[src/rtl/serial_adder_param_if.sv]
// Operand/result bundle for the digit-serial adder/subtractor.
interface serial_adder_param_if #(
    parameter int WIDTH = 8
);
    logic             start;
    logic             sub;
    logic             cin;
    logic [WIDTH-1:0] a;
    logic [WIDTH-1:0] b;
    logic             busy;
    logic             done;
    logic [WIDTH-1:0] sum;
    logic             cout;
    logic             ovf;

    modport master (output start, sub, cin, a, b, input busy, done, sum, cout, ovf);
    modport slave  (input start, sub, cin, a, b, output busy, done, sum, cout, ovf);
endinterface

[src/rtl/serial_adder_param.sv]
// Digit-serial adder/subtractor: one DIGIT-bit slice with a registered carry,
// WIDTH/DIGIT cycles per operation, sum/cout/ovf published with a done pulse.
module serial_adder_param #(
    parameter int WIDTH = 8,
    parameter int DIGIT = 1
) (
    input logic                clk,
    input logic                rst,
    serial_adder_param_if.slave bus
);
    localparam int N  = WIDTH / DIGIT;
    localparam int CW = (N > 1) ? $clog2(N) : 1;

    typedef enum logic [1:0] {IDLE, RUN, DONE} state_e;

    state_e             state_q, state_d;
    logic [WIDTH-1:0]   a_sh_q, a_sh_d, b_sh_q, b_sh_d;
    logic [WIDTH-1:0]   res_q, res_d, sum_q, sum_d;
    logic               carry_q, carry_d, cout_q, cout_d, ovf_q, ovf_d;
    logic [CW-1:0]      cnt_q, cnt_d;
    logic [DIGIT:0]     slice;
    logic               c_msb;
    logic [WIDTH+DIGIT-1:0] res_cat;

    always_comb begin
        slice   = {1'b0, a_sh_q[DIGIT-1:0]} + {1'b0, b_sh_q[DIGIT-1:0]} + {{DIGIT{1'b0}}, carry_q};
        // Carry into the digit's top bit, recovered from its sum and operand bits
        c_msb   = slice[DIGIT-1] ^ a_sh_q[DIGIT-1] ^ b_sh_q[DIGIT-1];
        res_cat = {slice[DIGIT-1:0], res_q} >> DIGIT;
    end

    always_comb begin
        state_d = state_q;
        a_sh_d  = a_sh_q;
        b_sh_d  = b_sh_q;
        res_d   = res_q;
        carry_d = carry_q;
        cnt_d   = cnt_q;
        sum_d   = sum_q;
        cout_d  = cout_q;
        ovf_d   = ovf_q;
        case (state_q)
            IDLE, DONE: begin
                if (bus.start) begin
                    a_sh_d  = bus.a;
                    b_sh_d  = bus.sub ? ~bus.b : bus.b;
                    carry_d = bus.sub | bus.cin;
                    cnt_d   = '0;
                    state_d = RUN;
                end else begin
                    state_d = IDLE;
                end
            end
            RUN: begin
                res_d   = res_cat[WIDTH-1:0];
                a_sh_d  = a_sh_q >> DIGIT;
                b_sh_d  = b_sh_q >> DIGIT;
                carry_d = slice[DIGIT];
                cnt_d   = cnt_q + CW'(1);
                if (cnt_q == CW'(N - 1)) begin
                    state_d = DONE;
                    sum_d   = res_cat[WIDTH-1:0];
                    cout_d  = slice[DIGIT];
                    ovf_d   = c_msb ^ slice[DIGIT];
                end
            end
            default: state_d = IDLE;
        endcase
    end

    always_ff @(posedge clk or posedge rst) begin
        if (rst) begin
            state_q <= IDLE;
            a_sh_q  <= '0;
            b_sh_q  <= '0;
            res_q   <= '0;
            carry_q <= 1'b0;
            cnt_q   <= '0;
            sum_q   <= '0;
            cout_q  <= 1'b0;
            ovf_q   <= 1'b0;
        end else begin
            state_q <= state_d;
            a_sh_q  <= a_sh_d;
            b_sh_q  <= b_sh_d;
            res_q   <= res_d;
            carry_q <= carry_d;
            cnt_q   <= cnt_d;
            sum_q   <= sum_d;
            cout_q  <= cout_d;
            ovf_q   <= ovf_d;
        end
    end

    assign bus.busy = (state_q == RUN);
    assign bus.done = (state_q == DONE);
    assign bus.sum  = sum_q;
    assign bus.cout = cout_q;
    assign bus.ovf  = ovf_q;
endmodule

[src/flat_wrapper.sv]
// flat-port wrapper written by rule: the top's interface ports become plain ports
module serial_adder_param_flat 
#(
    parameter int WIDTH = 8,
    parameter int DIGIT = 1
)
  (clk, rst, bus_start, bus_sub, bus_cin, bus_a, bus_b, bus_busy, bus_done, bus_sum, bus_cout, bus_ovf);
  serial_adder_param_if #(.WIDTH(WIDTH)) bus_i ();
  input logic clk;
  input logic rst;
  input wire logic [$bits(bus_i.start)-1:0] bus_start;
  input wire logic [$bits(bus_i.sub)-1:0] bus_sub;
  input wire logic [$bits(bus_i.cin)-1:0] bus_cin;
  input wire logic [$bits(bus_i.a)-1:0] bus_a;
  input wire logic [$bits(bus_i.b)-1:0] bus_b;
  output wire logic [$bits(bus_i.busy)-1:0] bus_busy;
  output wire logic [$bits(bus_i.done)-1:0] bus_done;
  output wire logic [$bits(bus_i.sum)-1:0] bus_sum;
  output wire logic [$bits(bus_i.cout)-1:0] bus_cout;
  output wire logic [$bits(bus_i.ovf)-1:0] bus_ovf;
  assign bus_i.start = bus_start;
  assign bus_i.sub = bus_sub;
  assign bus_i.cin = bus_cin;
  assign bus_i.a = bus_a;
  assign bus_i.b = bus_b;
  assign bus_busy = bus_i.busy;
  assign bus_done = bus_i.done;
  assign bus_sum = bus_i.sum;
  assign bus_cout = bus_i.cout;
  assign bus_ovf = bus_i.ovf;
  serial_adder_param #(.WIDTH(WIDTH), .DIGIT(DIGIT)) u_core (.clk(clk), .rst(rst), .bus(bus_i));
endmodule
[config.mk]
export PLATFORM = sky130hd
export DESIGN_NAME = serial_adder_param_flat
export DESIGN_NICKNAME = d
export VERILOG_FILES = /design/src/rtl/serial_adder_param_if.sv /design/src/rtl/serial_adder_param.sv /design/src/flat_wrapper.sv
export SDC_FILE = /design/constraint.sdc
export NUM_CORES = 1
export LEC_CHECK = 0
export BUFFER_PORTS_ARGS = -buffer_cell sky130_fd_sc_hd__buf_2
export CAP_MARGIN = 15
export CORE_ASPECT_RATIO = 1.25
export CORE_MARGIN = 2
export CORE_UTILIZATION = 38
export DETAILED_ROUTE_END_ITERATION = 7
export SYNTH_ARGS = -nofsm -noshare
export SYNTH_HDL_FRONTEND = slang
export SYNTH_SLANG_ARGS = --single-unit
[constraint.sdc]
create_clock -name clk -period 2.1 [get_ports clk]
set_clock_uncertainty 0.1 [all_clocks]
set_input_delay 0.21 -clock clk [delete_from_list [all_inputs] [get_ports clk]]
set_output_delay 0.21 -clock clk [all_outputs]
set_load 0.05 [all_outputs]
==> run_results.csv <==
group,metric,value,unit
logic_synthesis,synth_warnings,0,
logic_synthesis,synthCells,124,
logic_synthesis,synth-simple-area-share,5.05,%
sta,fin_crit_sh,89.0,%
cts,clockRootBuffer,"clkbuf_8",
logic_synthesis,avgSynthCellArea,13.6,µm²
detailed_routing,drt_pass1_iterations,4,
detailed_routing,wl,3060,µm
grt,grt_max_degree,40,
layout,num-fill-cells,433,
floorplanning,rows,27,
logic_synthesis,synthMuxAreaShare,11.4,%
floorplanning,die_height,78.5,µm
cts,clock-sinks,39,
logic_synthesis,synth_top_area_cell,"dfrtp_1",
cts,h-tree-depth,2,
setup_path,rrSetupSlack,270,ps
sta,period_minus_slack,1870,ps
setup_path,cp_num_buf_inv,2,
setup_path,cp-end-kind,"primary output",
power,vdd_drop_max,545,µV
grt,grt_pass1_vias,1152,
power,leakagePower,1.01,nW
placed_design,io_buffer_count,32,
cts,cts.clk_slew.worst_paths,70,ps
sta,finalHoldViolations,0,
floorplanning,dieWidth,63.6,µm
logic_synthesis,synthAdderAreaFrac,2.67,%
sta,fin_tns_setup,0,ps
logic_synthesis,synthTopCellsByArea,"dfrtp_1, mux2_2, a22o_1, a221o_1, xnor2_1",
floorplanning,start_util,39.0,%
power,power_density,1720,mW/mm²
grt,track_usage,14.0,%
placed_design,globalplace.congestion,0.763,
sta,timing.fmax,0.535,GHz
sta,grt_setup_unrepaired,"false",
setup_path,critPathKind,"flop to primary output",
detailed_routing,vias_per_cell,5.07,
cts,cts_resized,0,
floorplanning,num_io_pins,33,
sta,tightestPinTransition,547,ps
setup_path,arrival,1560,ps
grt,grt.overflow.total,0,
run,maxCapViolCount,0,
detailed_routing,ant_nets,0,
layout,final_cells,219,
sta,finalSetupViolations,0,
logic_synthesis,yosysSeqAreaShare,57.9,%
logic_synthesis,synth_common_cells,"dfrtp_1, mux2_2, a22o_1",
logic_synthesis,synthXorXnorAreaFrac,4.68,%
logic_synthesis,synthArstFlopShare,100,%
setup_path,cp_data_required_time,1790,ps
detailed_routing,drtIter0Drc,42,
layout,nets,185,
power,power.total,3.46,mW
grt,antenna_found_initial,0,
setup_path,path_cells,"nor2b_4, buf_4, buf_2",
layout,fin_util,46.6,%
cts,cts_hold_buffers,1,
logic_synthesis,synth_most_common_cell,"dfrtp_1",
setup_path,max_stage_delay,410,ps
floorplanning,dieArea,0.00499,mm²
detailed_routing,vias,1110,
layout,drive_above_1_share,39.1,%
run_status,status,"completed",
layout,syn2layout_area_growth,19.7,%
logic_synthesis,dominantRegCellSynth,"dfrtp_1",
layout,diodes,0,
logic_synthesis,synth.cell_area,0.00169,mm²
placed_design,hpwlAfterDp,2200,µm
placed_design,dpl.cell_count,211,
sta,slew_violations,0,
logic_synthesis,ys_types,23,
cts,clockBufferDepth,2,
setup_path,slowest_stage,"dfrtp_1",
detailed_routing,drc,0,
logic_synthesis,netlist.area_leader.share,57.9,%
setup_path,cp_top_family,"buffers and inverters",
sta,timing.hold.ws,51.0,ps
grt,grt_first_pass_wirelength,5320,µm
setup_path,worst_setup_path_start_kind,"flop",
sta,relSlewSlack,63.4,%
detailed_routing,wire_per_inst,14.0,µm
logic_synthesis,synth-edff-count,0,
hold_path,min_path_type,"primary input to flop",
logic_synthesis,synth_fp_nets,148,
cts,cts_tree,"done",
floorplanning,core,0.00432,mm²
cts,worst_skew_pair.late_latency,290,ps
cts,cts_buffers,5,
logic_synthesis,ys_ff_latch,39,
setup_path,cp_max_fo,10,
cts,post_cts_buffers,0,
logic_synthesis,synth_top_family_by_area,"compound AO/OA/AOI/OAI gates",
logic_synthesis,synth_compound_area_share,14.2,%
==> stage by stage <==
stage | setup WS [ps] | instance area, µm²
2_1_floorplan | 478 | 1690
3_3_place_gp | 324 | 1900
3_5_place_dp | 263 | 1900
4_1_cts | 220 | 2020
5_1_grt | 120 | 2020
6_report | 230 | 2020
==> worst register-to-register path: cells and delay by family (launching register included) <==
family	cells	cell delay [ps]
mux	1	400
flops	1	390
fa+ha+maj	2	400
simple gates	1	430
==> cell usage in the layout (no fill, tap or decap), drive strengths merged, types with 2 or more instances in the layout <==
master	instances
dfrtp	39
buf	38
mux2	17
a22o	11
nor2	10
xnor2	8
a221o	8
a21o	7
clkbuf	6
inv	3
o21ai	2
ha	2
nor2b	2
==> where the power goes <==
group	internal (mW)	switching [mW]	total, mW
clock network	0.348	0.243	0.591
registers	1.11	0.215	1.33
logic	0.681	0.861	1.54
==> flip-flops by register name, indices dropped and copies added (netlist names) <==
signal,cells
u_core.a_sh_q,8
u_core.cnt_q,3
u_core.state_q,2
u_core.bus.cout,1
u_core.res_q,7
u_core.carry_q,1
u_core.bus.sum,8
u_core.b_sh_q,8
u_core.bus.ovf,1
==> final timing paths <==
path                              startpoint                end  cells after the start
min                                 bus_a[7]   u_core.a_sh_q[7]                      2
max                        u_core.state_q[0]           bus_busy                      3
min reg2reg                 u_core.a_sh_q[5]   u_core.a_sh_q[5]                      1
max in group asynchronous                rst  u_core.state_q[0]                      4
max reg2reg                  u_core.cnt_q[0]  u_core.bus.sum[2]                      4
min in group asynchronous                rst    u_core.res_q[1]                      4
==> metal layers <==
layer  up-vias  GRT usage (%)  wire, µm
met5         -              0         0
met1       564           17.2      1310
met3         6           4.87       149
met4         0           5.22        55
li1        515              -         -
met2        25           22.5      1540
==> cell type report <==
class | count | area (µm²) | area share (%)
Sequential cell | 39 | 976 | 48.4
Multi-Input combinational cell | 73 | 639 | 31.7
Timing Repair Buffer | 39 | 215 | 10.7
Clock buffer | 6 | 72.6 | 3.60
Tap cell | 58 | 72.6 | 3.60
Clock inverter | 1 | 30.0 | 1.49
Inverter | 3 | 11.3 | 0.558
==> kinds of logic after synthesis <==
| family | count (synthesis) |
|---|---|
| multiplexers | 17 |
| XOR/XNOR | 9 |
| adder cells (fa/ha/maj) | 3 |
| buffers and inverters | 12 |
| AND/OR/NAND/NOR | 16 |
| AO/OA/AOI/OAI | 28 |
| flip-flops | 39 |
Power figures use the tool's default switching activity.
